--- src/rtl/rvfi_csr_unit.sv ---
// rvfi_csr_unit: executes CSR instructions on misa/mcycle/minstret and reports them on RVFI CSR channels.
// Define RVFI_CSR_USER_COUNTERS_EN to expose the user counter aliases C00/C02 (and C80/C82 when XLEN=32).
module rvfi_csr_unit #(
    parameter int              XLEN       = 32,
    parameter logic [XLEN-1:0] MISA_VALUE = XLEN'(32'h4000_0100)
) (
    input  logic            clock,
    input  logic            reset,
    input  logic            req_valid,
    output logic            req_ready,
    input  logic [31:0]     req_insn,
    input  logic [XLEN-1:0] req_rs1_rdata,
    input  logic [1:0]      req_mode,
    input  logic            retire,
    output logic            resp_valid,
    input  logic            resp_ready,
    output logic            resp_trap,
    output logic [4:0]      resp_rd_addr,
    output logic [XLEN-1:0] resp_rd_wdata,
    output logic [63:0]     csr_misa_rmask,
    output logic [63:0]     csr_misa_wmask,
    output logic [63:0]     csr_misa_rdata,
    output logic [63:0]     csr_misa_wdata,
    output logic [63:0]     csr_mcycle_rmask,
    output logic [63:0]     csr_mcycle_wmask,
    output logic [63:0]     csr_mcycle_rdata,
    output logic [63:0]     csr_mcycle_wdata,
    output logic [63:0]     csr_minstret_rmask,
    output logic [63:0]     csr_minstret_wmask,
    output logic [63:0]     csr_minstret_rdata,
    output logic [63:0]     csr_minstret_wdata
);
    typedef enum logic [0:0] {IDLE = 1'b0, RESP = 1'b1} state_t;

    state_t          state_q, state_d;
    logic [63:0]     mcycle_q, mcycle_d, minstret_q, minstret_d;
    logic            trap_q;
    logic [4:0]      rd_addr_q;
    logic [XLEN-1:0] rd_wdata_q;
    logic [63:0]     rmask_q [3];
    logic [63:0]     wmask_q [3];
    logic [63:0]     rdata_q [3];
    logic [63:0]     wdata_q [3];

    logic            accept_s, impl_s, wr_s, trap_s, hi_s, eff_wr_s, unused_opcode_s;
    logic [11:0]     addr_s;
    logic [4:0]      rd_s, zimm_s;
    logic [2:0]      funct3_s;
    logic [1:0]      sel_s;
    logic [XLEN-1:0] op_s, old_x_s, new_x_s;
    logic [63:0]     old_s, new_s, post_s, acc_mask_s, shifted_s;

    assign addr_s          = req_insn[31:20];
    assign zimm_s          = req_insn[19:15];
    assign funct3_s        = req_insn[14:12];
    assign rd_s            = req_insn[11:7];
    assign unused_opcode_s = ^req_insn[6:0];
    assign accept_s        = req_valid && (state_q == IDLE);

    // Implemented-address table
    always_comb begin
        impl_s = 1'b0;
        case (addr_s)
            12'h301, 12'hB00, 12'hB02: impl_s = 1'b1;
            12'hB80, 12'hB82:          impl_s = (XLEN == 32);
`ifdef RVFI_CSR_USER_COUNTERS_EN
            12'hC00, 12'hC02:          impl_s = 1'b1;
            12'hC80, 12'hC82:          impl_s = (XLEN == 32);
`endif
            default:                   impl_s = 1'b0;
        endcase
    end

    // sel_s: 0 = misa, 1 = mcycle, 2 = minstret; addr[7] picks the upper half on RV32
    assign sel_s      = (addr_s == 12'h301) ? 2'd0 : (addr_s[1] ? 2'd2 : 2'd1);
    assign hi_s       = (XLEN == 32) && addr_s[7];
    assign acc_mask_s = (XLEN == 64) ? 64'hFFFF_FFFF_FFFF_FFFF :
                        (hi_s ? 64'hFFFF_FFFF_0000_0000 : 64'h0000_0000_FFFF_FFFF);

    // Pre-value of the selected CSR
    always_comb begin
        old_s = 64'd0;
        case (sel_s)
            2'd0:    old_s = 64'(MISA_VALUE);
            2'd1:    old_s = mcycle_q;
            2'd2:    old_s = minstret_q;
            default: old_s = 64'd0;
        endcase
    end

    assign old_x_s = hi_s ? old_s[63:64-XLEN] : old_s[XLEN-1:0];
    assign op_s    = funct3_s[2] ? XLEN'(zimm_s) : req_rs1_rdata;

    // Read-modify-write operation on the accessed half
    always_comb begin
        new_x_s = op_s;
        case (funct3_s[1:0])
            2'd1:    new_x_s = op_s;
            2'd2:    new_x_s = old_x_s | op_s;
            default: new_x_s = old_x_s & ~op_s;
        endcase
    end

    assign shifted_s = hi_s ? (64'(new_x_s) << 32) : 64'(new_x_s);
    assign new_s     = (old_s & ~acc_mask_s) | (shifted_s & acc_mask_s);
    assign wr_s      = !req_insn[13] || (zimm_s != 5'd0);
    assign trap_s    = !impl_s || (funct3_s[1:0] == 2'd0) ||
                       ((addr_s[11:10] == 2'b11) && wr_s) || (addr_s[9:8] > req_mode);
    // misa is WARL read-only: a legal write leaves it untouched
    assign eff_wr_s  = wr_s && !trap_s && (sel_s != 2'd0);
    assign post_s    = eff_wr_s ? new_s : old_s;

    // A CSR write to a counter overrides that cycle's increment
    assign mcycle_d   = (accept_s && eff_wr_s && (sel_s == 2'd1)) ? new_s : (mcycle_q + 64'd1);
    assign minstret_d = (accept_s && eff_wr_s && (sel_s == 2'd2)) ? new_s :
                        (minstret_q + {63'd0, retire} + {63'd0, accept_s && !trap_s});

    // Handshake FSM next state
    always_comb begin
        state_d = state_q;
        case (state_q)
            IDLE: begin
                if (req_valid) state_d = RESP;
                else           state_d = IDLE;
            end
            RESP: begin
                if (resp_ready) state_d = IDLE;
                else            state_d = RESP;
            end
            default: state_d = IDLE;
        endcase
    end

    // State and counter registers
    always_ff @(posedge clock) begin
        if (reset) begin
            state_q    <= IDLE;
            mcycle_q   <= 64'd0;
            minstret_q <= 64'd0;
        end else begin
            state_q    <= state_d;
            mcycle_q   <= mcycle_d;
            minstret_q <= minstret_d;
        end
    end

    // Response capture on accept; held until the next accept
    always_ff @(posedge clock) begin
        if (reset) begin
            trap_q     <= 1'b0;
            rd_addr_q  <= 5'd0;
            rd_wdata_q <= '0;
            for (int i = 0; i < 3; i++) begin
                rmask_q[i] <= 64'd0;
                wmask_q[i] <= 64'd0;
                rdata_q[i] <= 64'd0;
                wdata_q[i] <= 64'd0;
            end
        end else if (accept_s) begin
            trap_q     <= trap_s;
            rd_addr_q  <= trap_s ? 5'd0 : rd_s;
            rd_wdata_q <= (trap_s || (rd_s == 5'd0)) ? '0 : old_x_s;
            for (int i = 0; i < 3; i++) begin
                rmask_q[i] <= (!trap_s && (sel_s == 2'(i))) ? acc_mask_s : 64'd0;
                wmask_q[i] <= (eff_wr_s && (sel_s == 2'(i))) ? acc_mask_s : 64'd0;
                rdata_q[i] <= (!trap_s && (sel_s == 2'(i))) ? old_s : 64'd0;
                wdata_q[i] <= (!trap_s && (sel_s == 2'(i))) ? post_s : 64'd0;
            end
        end
    end

    assign req_ready          = (state_q == IDLE);
    assign resp_valid         = (state_q == RESP);
    assign resp_trap          = trap_q;
    assign resp_rd_addr       = rd_addr_q;
    assign resp_rd_wdata      = rd_wdata_q;
    assign csr_misa_rmask     = rmask_q[0];
    assign csr_misa_wmask     = wmask_q[0];
    assign csr_misa_rdata     = rdata_q[0];
    assign csr_misa_wdata     = wdata_q[0];
    assign csr_mcycle_rmask   = rmask_q[1];
    assign csr_mcycle_wmask   = wmask_q[1];
    assign csr_mcycle_rdata   = rdata_q[1];
    assign csr_mcycle_wdata   = wdata_q[1];
    assign csr_minstret_rmask = rmask_q[2];
    assign csr_minstret_wmask = wmask_q[2];
    assign csr_minstret_rdata = rdata_q[2];
    assign csr_minstret_wdata = wdata_q[2];
endmodule

--- config.mk ---
export PLATFORM = sky130hd
export DESIGN_NAME = rvfi_csr_unit
export DESIGN_NICKNAME = d
export VERILOG_FILES = /design/src/rtl/rvfi_csr_unit.sv
export SDC_FILE = /design/constraint.sdc
export NUM_CORES = 1
export LEC_CHECK = 0
export CORE_AREA = 2 2 341 343
export CTS_CLUSTER_DIAMETER = 60
export DETAILED_ROUTE_END_ITERATION = 7
export DIE_AREA = 0 0 343 345
export GPL_ROUTABILITY_DRIVEN = 0
export PLACE_DENSITY = 0.47
export SLEW_MARGIN = 20
export SYNTH_ARGS = -nofsm -noshare
export SYNTH_HDL_FRONTEND = slang
export SYNTH_SLANG_ARGS = --single-unit
--- constraint.sdc ---
create_clock -name clock -period 12.9 [get_ports clock]
set_input_delay 2.58 -clock clock [delete_from_list [all_inputs] [get_ports clock]]
set_output_delay 2.58 -clock clock [all_outputs]
set_load 0.05 [all_outputs]
==> results of run 1 <==
## cell usage after synthesis (4+ instances only)
cell      count
buf_6         7
buf_4       372
nor2_1      320
or3_1         7
o21ai_0      10
a22oi_1       5
buf_1         6
nand2_1      62
o21a_1        5
nor4_1       34
nand2b_1      4
a211oi_1      4
mux2_2        6
nand4_1      37
o22ai_1     117
nor2b_1      41
a21oi_1     247
ha_1          7
buf_2        15
inv_1        26
nand3_1      42
a22o_1       39
and4_1       15
dfxtp_1     167
a31oi_1      61
xnor2_1      84
and2_1       46
edfxtp_1    396
or2_2        28
xor2_1       37
nor3_1       40
clkbuf_1    103
mux2i_1      32
and3_1       13
## layout make-up
type | count | area [um^2] | area share, %
multi-input combinational | 1510 | 8650 | 23.1
antenna | 8 | 20.0 | 0.0534
clock buffer | 90 | 1980 | 5.29
tap | 1524 | 1910 | 5.09
inverter | 28 | 114 | 0.304
sequential | 563 | 15200 | 40.6
timing repair buffer | 911 | 9020 | 24.1
clock inverter | 51 | 568 | 1.51
## flip-flops by register name, indices dropped and copies added, names as in the netlist
register and count:
mcycle_q 64, minstret_q 64, rdata_q 192, resp_rd_addr 5
resp_rd_wdata 32, resp_trap 1, resp_valid 1, rmask_q 6
wdata_q 192, wmask_q 6
## cell families (layout without fill, tap and decap cells)
logic type / count (synthesis) / count (layout) / synth area share (%)
xor+xnor: 121 / 121 / 3.96
mux: 38 / 38 / 1.45
other cells: 1 / 135 / 0.0140
flops: 563 / 563 / 56.9
fa+ha+maj: 8 / 8 / 0.402
buf+inv: 532 / 1080 / 13.0
compound gates: 507 / 507 / 11.2
simple gates: 709 / 709 / 13.1
## routing by layer
metal,GRT usage (%),vias up,part of all wire [%]
met5,0,-,0.12
met4,5.12,22,2.6
met3,4.48,160,8.0
met2,30.0,860,48
met1,22.7,10351,41
li1,-,9657,-
## worst min-delay path by stage
stage,end,slack (ps),depth (start not counted)
6_report,resp_rd_wdata[19],480,1
5_1_grt,resp_rd_wdata[19],500,1
4_1_cts,resp_rd_wdata[22],480,1
3_5_place_dp,resp_rd_wdata[3],460,1
3_3_place_gp,resp_rd_wdata[3],460,1
2_1_floorplan,mcycle_q[0],450,1
## worst reg2reg max path: cells and delay by family, from the launching register on
| family | cells | cell delay [ps] |
|---|---|---|
| flops | 1 | 340 |
| buf+inv | 4 | 2810 |
| simple gates | 2 | 450 |
## through the flow
stage	cell area, um^2	instances	hold WS [ps]	setup WS (ps)	utilization [%]
after global routing	37500	4679	498	5820	32.6
after floorplan	27200	2605	448	1200	-
after detailed placement	34900	4536	463	5340	30.3
after global placement	34900	4536	463	5310	30.3
final	37500	4685	479	6100	32.6
after CTS	37500	4677	479	6030	32.5
## report_power, final
| part | internal (uW) | switching (uW) |
|---|---|---|
| combinational | 273 | 713 |
| clock | 1230 | 891 |
| sequential | 2020 | 39.1 |
| total | 3520 | 1640 |
==> flow_summary_export.csv, run 1 <==
group,metric,value,unit
power,p_per_area,138,mW/mm^2
hold_path,hp-class,"reg -> reg",
worst_setup_path,cp.arrival,7270,ps
sta,worst_pin_slew,1170,ps
die,die_x,343,um
worst_setup_path,ff2ff_path_depth,6,
flow_run,maxCapViolCount,0,
worst_setup_path,crit_required,13370,ps
worst_setup_path,crit_fanout,15,
clock_tree,hold_buffers,0,
layout,final_common_cell,"clkdlybuf4s50_1",
placement,io_buffers,871,
grt,gr-total-overflow,0,
clock_tree,clock_path_buffers,3,
grt,grt_pass1_wl,154000,um
yosys,synth_flop_cell,"edfxtp_1",
sta,min_period_over_period,52.7,%
yosys,syn_avg_cell_area,10.8,um^2
die,die_h,345,um
clock_tree,cts_resized,0,
die,dieArea,0.118,mm^2
power,irDropWorstVdd,83.6,uV
die,row_count,125,
sta,hold_viol_final,0,
grt,antenna_found_initial,20,
layout,nets,3169,
die,core,0.115,mm^2
die,ioPinCount,879,
worst_setup_path,critical_path_cell_count,15,
clock_tree,clock-root-buffer,"clkbuf_16",
yosys,synth_area,0.0268,mm^2
worst_setup_path,crit_family,"simple AND/OR/NAND/NOR gates",
grt,track_usage,17.9,%
worst_setup_path,cp_slowest_cell,"nand4_1",
layout,synthToLayoutAreaGrowth,40.1,%
worst_setup_path,crit_start,"req_mode[1]",
worst_setup_path,critPathMaxStageDelay,860,ps
route,ant_nets,0,
worst_setup_path,reg2reg_slack,8940,ps
yosys,synthCells,2479,
worst_setup_path,worstSetupEndpointType,"flop",
clock_tree,cts_tree,"built",
sta,max_slew_margin,21.9,%
route,wirelength,111000,um
route,vias,21050,
worst_setup_path,cp-start-kind,"input pin",
route,drt-initial-drc-count,1866,
yosys,synth_edf_count,396,
route,wl_per_cell,23.7,um
sta,setup-violations-final,0,
route,viasPerCell,4.49,
sta,slew_viol_final,0,
yosys,yosys-top-cells-area,"edfxtp_1 (44%), dfxtp_1 (12%), buf_4 (10%)",
yosys,ys_ff_latch,563,
hold_path,min-delay-start,"resp_rd_wdata[19]",
power,power,5160,uW
layout,layout-drive-gt1-share,7.20,%
worst_setup_path,crit_buf_inv,2,
sta,clock.fmax,147,MHz
yosys,synth_warnings,0,
worst_setup_path,rr_endpoint,"wdata_q[0][89]",
worst_setup_path,timing.rr.start,"resp_valid",
die,start_util,23.2,%
yosys,async_flop_share,0,%
route,drc,0,
clock_tree,clock_latency,650,ps
worst_setup_path,path_class,"in -> reg",
power,p_leak,0.0126,uW
clock_tree,cts_setup_buffers,0,
sta,fin_crit,6800,ps
clock_tree,cts_buffers,76,
clock_tree,htreeDepth,3,
route,firstDrtPassIters,6,
clock_tree,cts_sinks,563,
yosys,synth_cell_types,62,
placement,dpl.hpwl,78700,um
sta,setup_tns,0,ps
worst_setup_path,cp-endpoint,"minstret_q[62]",
outcome,status,"finished, final reports clean",
clock_tree,clkTransAtPathRegs,60,ps
layout,final_cell_mix,"clkdlybuf4s50_1 (869), edfxtp_1 (396), nor2_1 (317), a21oi_1 (247), dfxtp_1 (167)",
grt,grt_pass1_vias,19971,
yosys,synth_top_cell_area_share,44.4,%
yosys,seq_area_frac_synth,56.9,%
sta,clock_skew,58.8,ps
layout,nFillCells,11716,
sta,rsz0062_at_grt,"false",
worst_setup_path,cp_cell_sequence,"clkdlybuf4s50_1 -> inv_1 -> ha_1 -> nor2b_1 -> a2bb2oi_2 -> or3_1 -> nor3_1 -> fa_1 -> ha_1 -> nand3_1 -> nor3_1 -> nand4_1 -> nor4_1 -> xnor2_1 -> o22ai_1",
yosys,synth_area_leader_cell,"edfxtp_1",
grt,grt_max_degree,145,
(Power assumes the default switching activity.)
==> inputs of run 2 (changes only) <==
- clock period: 12.9 -> 6.5 ns (I/O delays scaled with it)
==> flow_summary_export.csv, run 2 (synthesis results as in run 1) <==
group,metric,value,unit
worst_setup_path,crit_required,6980,ps
sta,slew_viol_final,0,
outcome,status,"finished, final reports clean",
grt,track_usage,18.1,%
grt,antenna_found_initial,11,
worst_setup_path,critPathMaxStageDelay,560,ps
clock_tree,cts_tree,"built",
sta,hold_viol_final,0,
sta,rsz0062_at_grt,"false",
placement,pre_cts_slack,947,ps
placement,dp_cells,4554,
die,row_count,125,
layout,synthToLayoutAreaGrowth,40.9,%
layout,final_common_cell,"clkdlybuf4s50_1",
worst_setup_path,crit_fanout,6,
route,ant_nets,0,
sta,fin_crit,5040,ps
layout,fin_cells,4701,
clock_tree,cts_resized,0,
worst_setup_path,path_class,"in -> reg",
sta,clock.fmax,199,MHz
grt,grt_pass1_vias,19800,
worst_setup_path,cp.arrival,5510,ps
power,power,10300,uW
route,wirelength,112000,um
die,ioPinCount,879,
sta,max_slew_margin,18.2,%
power,p_per_area,274,mW/mm^2
sta,min_period_over_period,77.5,%
clock_tree,clock-root-buffer,"clkbuf_16",
clock_tree,clock_path_buffers,3,
sta,worst_pin_slew,1230,ps
route,wl_per_cell,23.8,um
clock_tree,cts_buffers,76,
hold_path,hp-class,"reg -> reg",
layout,reg_top3,"rdata_q: 192 flops, wdata_q: 192 flops",
grt,grt_max_degree,165,
clock_tree,htreeDepth,3,
die,die_x,343,um
route,vias,21115,
route,firstDrtPassIters,7,
die,dieArea,0.118,mm^2
die,start_util,23.2,%
placement,io_buffers,871,
clock_tree,hold_buffers,0,
grt,gr-total-overflow,0,
worst_setup_path,cp_slowest_cell,"nor2_1",
layout,final_cell_mix,"clkdlybuf4s50_1 (869), edfxtp_1 (396), nor2_1 (317), a21oi_1 (247), dfxtp_1 (167)",
route,viasPerCell,4.49,
layout,layout-drive-gt1-share,7.54,%
layout,fin_util,32.7,%
worst_setup_path,cp_cell_sequence,"clkdlybuf4s50_1 -> inv_1 -> ha_1 -> nor2b_1 -> a2bb2oi_1 -> or3_1 -> nor3_1 -> fa_1 -> ha_1 -> nand3_1 -> buf_4 -> nor2_1 -> nand4_1 -> nor2_1 -> xnor2_1 -> o22ai_1",
worst_setup_path,crit_buf_inv,3,
power,p_leak,0.0127,uW
worst_setup_path,crit_family,"simple AND/OR/NAND/NOR gates",
sta,final.setup.worst_slack,1460,ps
clock_tree,cts_sinks,563,
flow_run,maxCapViolCount,0,
clock_tree,cts_setup_buffers,0,
layout,nets,3188,
placement,dpl.hpwl,81100,um
clock_tree,clock_latency,660,ps
power,irDropWorstVdd,149,uV
layout,nFillCells,11714,
die,core,0.115,mm^2
worst_setup_path,cp-start-kind,"input pin",
route,drt-initial-drc-count,1773,
sta,holdWs,477,ps
sta,setup-violations-final,0,
worst_setup_path,worstSetupEndpointType,"flop",
die,die_h,345,um
sta,clock_skew,33.5,ps
grt,grt_pass1_wl,155000,um
clock_tree,clkTransAtPathRegs,60,ps
route,drc,0,
[run 2: changes by cell type in the layout (fill, tap and decap cells not counted), sizes merged, moves of 3 or more]
cell / change
inv: -4
clkbuf: +6
buf: +19
clkinv: -8
clkinvlp: +3
[run 2: final cells by class]
class	instances	area, um^2	area share (%)
Sequential cell	563	15200	40.4
Timing Repair Buffer	930	9200	24.4
Multi-Input combinational cell	1510	8640	22.9
Clock buffer	96	2060	5.46
Tap cell	1524	1910	5.06
Clock inverter	44	527	1.40
Inverter	28	110	0.292
Antenna cell	6	15.0	0.0398
[run 2: through the flow]
step                      TNS, ps  cell area (um^2)
after CTS                       0             37700
after global routing            0             37700
final                           0             37700
after global placement          0             35100
after floorplan           -675000             27300
after detailed placement        0             35100
[run 2: final timing paths]
check	startpoint	slack, ps	depth (start not counted)	end
max	req_mode[1]	1460	16	minstret_q[30]
min	resp_rd_addr[3]	480	1	resp_rd_addr[3]
max reg2reg	resp_valid	2890	12	minstret_q[30]
min reg2reg	resp_rd_addr[3]	480	1	resp_rd_addr[3]
[run 2: layer usage]
layer | global-route usage (%) | share of wire, % | up-vias
met5 | 0 | 0.030 | -
met4 | 4.95 | 2.1 | 6
met3 | 4.13 | 8.0 | 122
met2 | 30.7 | 49 | 891
met1 | 22.8 | 41 | 10412
li1 | - | - | 9684
[run 2: where the power goes]
part           internal, uW  switching [uW]  leakage [uW]  total [uW]
registers              4000            78.4       0.00555        4080
logic                   548            1420       0.00594        1970
clock network          2560            1740       0.00126        4300
total                  7110            3240        0.0127       10300
[run 2: worst reg2reg max path, delay by kind of cell, from the launching register on]
| kind | cells | cell delay [ps] |
|---|---|---|
| AND/OR/NAND/NOR | 6 | 1940 |
| adder cells (fa/ha/maj) | 2 | 550 |
| flip-flops | 1 | 370 |
| buffers and inverters | 2 | 340 |
| XOR/XNOR | 1 | 130 |
| AO/OA/AOI/OAI | 1 | 90 |
==> inputs of run 3 (changes only) <==
- CORE_AREA: 2 2 341 343 -> 2 2 343 345
- DIE_AREA: 0 0 343 345 -> 0 0 345 347
- PLACE_DENSITY: 0.47 -> 0.49
- clock period: 6.5 -> 4.3 ns (I/O delays scaled with it)
==> flow_summary_export.csv, run 3 (synthesis results as in run 1) <==
group,metric,value,unit
layout,nets,3331,
worst_setup_path,critPathMaxStageDelay,450,ps
layout,synthToLayoutAreaGrowth,44.8,%
flow_run,maxCapViolCount,0,
grt,gr-total-overflow,0,
outcome,status,"finished, final reports clean",
grt,antenna_found_initial,8,
grt,grt_pass1_wl,155000,um
worst_setup_path,path_class,"in -> reg",
route,firstDrtPassIters,5,
placement,io_buffers,871,
route,ant_nets,0,
sta,holdWs,479,ps
sta,hold_viol_final,0,
die,ioPinCount,879,
layout,layout-drive-gt1-share,11.3,%
clock_tree,cts_tree,"built",
worst_setup_path,cp_slowest_cell,"clkdlybuf4s50_1",
worst_setup_path,cp_cell_sequence,"clkdlybuf4s50_1 -> inv_1 -> ha_1 -> nor2b_1 -> a2bb2oi_1 -> or3_1 -> nor3_1 -> buf_4 -> fa_1 -> ha_1 -> nand3_1 -> nor4_1 -> buf_4 -> nand2_1 -> or3_1 -> xor2_1 -> o22ai_1",
route,wl_per_cell,22.9,um
die,dieArea,0.120,mm^2
worst_setup_path,cp-start-kind,"input pin",
die,core,0.116,mm^2
grt,grt_max_degree,67,
worst_setup_path,cp.arrival,4620,ps
placement,dpl.hpwl,81800,um
sta,clock.fmax,247,MHz
clock_tree,clock-root-buffer,"clkbuf_16",
power,p_leak,0.0133,uW
clock_tree,cts_sinks,563,
sta,slew_viol_final,0,
sta,rsz0062_at_grt,"false",
die,die_x,345,um
die,row_count,125,
route,wirelength,111000,um
clock_tree,clkTransAtPathRegs,60,ps
hold_path,holdPathStages,1,
power,irDropWorstVdd,256,uV
power,power,15100,uW
die,die_h,347,um
sta,max_slew_margin,28.5,%
worst_setup_path,reg2reg_slack,1330,ps
worst_setup_path,ff2ff_path_depth,13,
route,vias,21514,
clock_tree,cts_buffers,71,
grt,grt_pass1_vias,20396,
layout,fin_area,0.0387,mm^2
placement,placed_area,0.0365,mm^2
worst_setup_path,worstSetupEndpointType,"flop",
clock_tree,clock_latency,650,ps
route,viasPerCell,4.45,
sta,clock_skew,19.4,ps
hold_path,hp-class,"reg -> reg",
grt,track_usage,17.7,%
route,drt-initial-drc-count,1616,
sta,setup-violations-final,0,
layout,reg_top3,"rdata_q: 192 flops, wdata_q: 192 flops",
route,drc,0,
clock_tree,hold_buffers,0,
clock_tree,htreeDepth,3,
clock_tree,cts_resized,0,
worst_setup_path,crit_required,4870,ps
clock_tree,clock_path_buffers,3,
worst_setup_path,crit_fanout,4,
die,start_util,23.1,%
sta,fin_crit,4050,ps
layout,final_common_cell,"clkdlybuf4s50_1",
clock_tree,cts_setup_buffers,0,
sta,min_period_over_period,94.3,%
power,p_per_area,390,mW/mm^2
layout,final_cell_mix,"clkdlybuf4s50_1 (868), edfxtp_1 (396), nor2_1 (317), a21oi_1 (247), buf_4 (181)",
sta,worst_pin_slew,1070,ps
run 3: metrics by stage:
stage	setup WS [ps]	std cells	utilization [%]	setup TNS (ps)
floorplan	-3460	2605	-	-1371960
global placement	-392	4703	31.5	-5450
detailed placement	-401	4703	31.5	-6230
CTS	289	4831	33.5	0
global route	51.7	4831	33.5	0
finish	246	4833	33.5	0
run 3: routing by layer:
metal	vias to the layer above	global-route usage, %	wire length, um
li1	9960	-	-
met1	10575	22.6	46800
met2	827	30.2	53900
met3	142	3.31	6840
met4	10	5.67	2920
met5	-	0	67
run 3: worst max-delay path: cells and delay by family:
family	cells	cell delay [ps]
buffers and inverters	4	850
adders and majority gates	3	740
AOI/OAI and AO/OA	2	290
and+or+nand+nor	7	1720
xor gates and xnor gates	1	150
run 3: final timing paths:
kind                      from                end
max                req_mode[1]     minstret_q[26]
min          resp_rd_wdata[19]  resp_rd_wdata[19]
max reg2reg         resp_valid     minstret_q[26]
min reg2reg  resp_rd_wdata[19]  resp_rd_wdata[19]
run 3: power breakdown:
part,leakage [uW],internal (uW),switching (uW)
logic,0.00668,870,2150
clock network,0.00111,3410,2500
registers,0.00555,6050,122
run 3: final cells by class:
cell class              count  area, um^2
clock inverters            43         428
repair buffers           1078       10600
clock buffers              85        1850
well taps                1524        1910
inverters                  28         109
fillers                 11756       77000
diodes                      2        5.00
flip-flops and latches    563       15200
multi-input cells        1510        8610
==> variant (settings of run 3) <==
Add a define of `RVFI_CSR_USER_COUNTERS_EN`.
--- a/src/rtl/rvfi_csr_unit.sv
+++ b/src/rtl/rvfi_csr_unit.sv
@@ -1,4 +1,6 @@
 // rvfi_csr_unit: executes CSR instructions on misa/mcycle/minstret and reports them on RVFI CSR channels.
 // Define RVFI_CSR_USER_COUNTERS_EN to expose the user counter aliases C00/C02 (and C80/C82 when XLEN=32).
+`define RVFI_CSR_USER_COUNTERS_EN
+
 module rvfi_csr_unit #(
     parameter int              XLEN       = 32,
Behaviour: not the same (Yosys sat finds a counterexample within 4 cycles, from zero or initial values and one cycle with reset high).
==> variant against run 3 <==
- worst setup slack gained 0.27 ns
- sequential cell count is the same
- power is 6.6% higher
- design area rose by 4.0%
- synthesized cell count rose by 9.4%
- routed wire length is 8.0% higher
- hold slack worse by 0.020 ns
- synthesized area increased by 4.4%
- clock power grew 17%
==> variant: results (changes against run 3) <==
| Metric | Value |
|---|---|
| Proportion of cell area spent on the clock network | 6.922% (was 5.881%) |
| Synthesized-area fraction occupied by xor and xnor cells | 3.543% (was 3.961%) |
| Non-clock buffer share of cell area | 26.29% (was 27.36%) |
| Distinct cell type count of the synthesized netlist | 75 (was 62) |
| Maximum resistive drop on vdd | 0.2472 mV (was 0.2559 mV) |
| Combined global-route utilization of all metal layers | 19.08% (was 17.70%) |
| Worst hold slack | 0.4590 ns (was 0.4788 ns) |
| GRT met2 Usage | 31.72% (was 30.16%) |
| Proportion of cell area occupied by registers | 37.83% (was 39.33%) |
| CP startpoint | req_insn[29] (was req_mode[1]) |
| First-pass GRT wire length | 166,100 um (was 155,100 um) |
| End-of-flow core utilization | 34.80% (was 33.47%) |
| Most numerous cell types in the synthesized netlist | sky130_fd_sc_hd__nor2_1, sky130_fd_sc_hd__edfxtp_1, sky130_fd_sc_hd__buf_4 (was sky130_fd_sc_hd__edfxtp_1, sky130_fd_sc_hd__buf_4, sky130_fd_sc_hd__nor2_1) |
| Number of detailed-route iterations in the first pass | 6 (was 5) |
| Multi-input gate count | 1,717 (was 1,510) |
| Combinational share of power | 18.9% (was 20.0%) |
| Worst reg2reg path startpoint | mcycle_q[20] (was resp_valid) |
| Area of placed instances | 0.03748 mm^2 (was 0.03646 mm^2) |
| Latest clock arrival within the worst-skew pair | 0.68 ns (was 0.65 ns) |
| Share of synthesized area spent on multiplexers | 0.7345% (was 1.450%) |
| Non-clock inverter count in the final layout | 21 (was 28) |
| R2r worst-path depth | 7 (was 13) |
| Run status | finished clean (unchanged) |
| Met1 track demand over resource | 24.23% (was 22.58%) |
| Via count of the routed design | 23,480 (was 21,510) |
| Clk. pwr | 6.89 mW (was 5.91 mW) |
| R2r setup slk | 0.89 ns (was 1.33 ns) |
| Number of antenna violations at the first check in global routing | 10 (was 8) |
| Worst hold path endpoint | resp_rd_wdata[8] (was resp_rd_wdata[19]) |
| Filler cell count | 11,700 (was 11,760) |
| Number of nets at the end of the flow | 3,548 (was 3,331) |
| Met3 Track Usage GR | 4.516% (was 3.305%) |
| Critical hold path startpoint | resp_rd_wdata[8] (was resp_rd_wdata[19]) |
| Cell count after placement | 4,910 (was 4,703) |
==> variant: changes by cell type after synthesis, moves of 25 or more <==
| cell | before | now |
|---|---|---|
| sky130_fd_sc_hd__o22ai_1 | 117 | 5 |
| sky130_fd_sc_hd__nand2_1 | 62 | 114 |
| sky130_fd_sc_hd__mux2i_1 | 32 | 7 |
| sky130_fd_sc_hd__clkbuf_1 | 103 | 137 |
| sky130_fd_sc_hd__nor3_1 | 40 | 70 |
| sky130_fd_sc_hd__xnor2_1 | 84 | 59 |
| sky130_fd_sc_hd__a22oi_1 | 5 | 31 |
| sky130_fd_sc_hd__or2_2 | 28 | 3 |
| sky130_fd_sc_hd__a21oi_1 | 247 | 164 |
| sky130_fd_sc_hd__a31oi_1 | 61 | 30 |
| sky130_fd_sc_hd__nor2_1 | 320 | 504 |
| sky130_fd_sc_hd__a211oi_1 | 4 | 104 |
| sky130_fd_sc_hd__o21ai_0 | 10 | 56 |
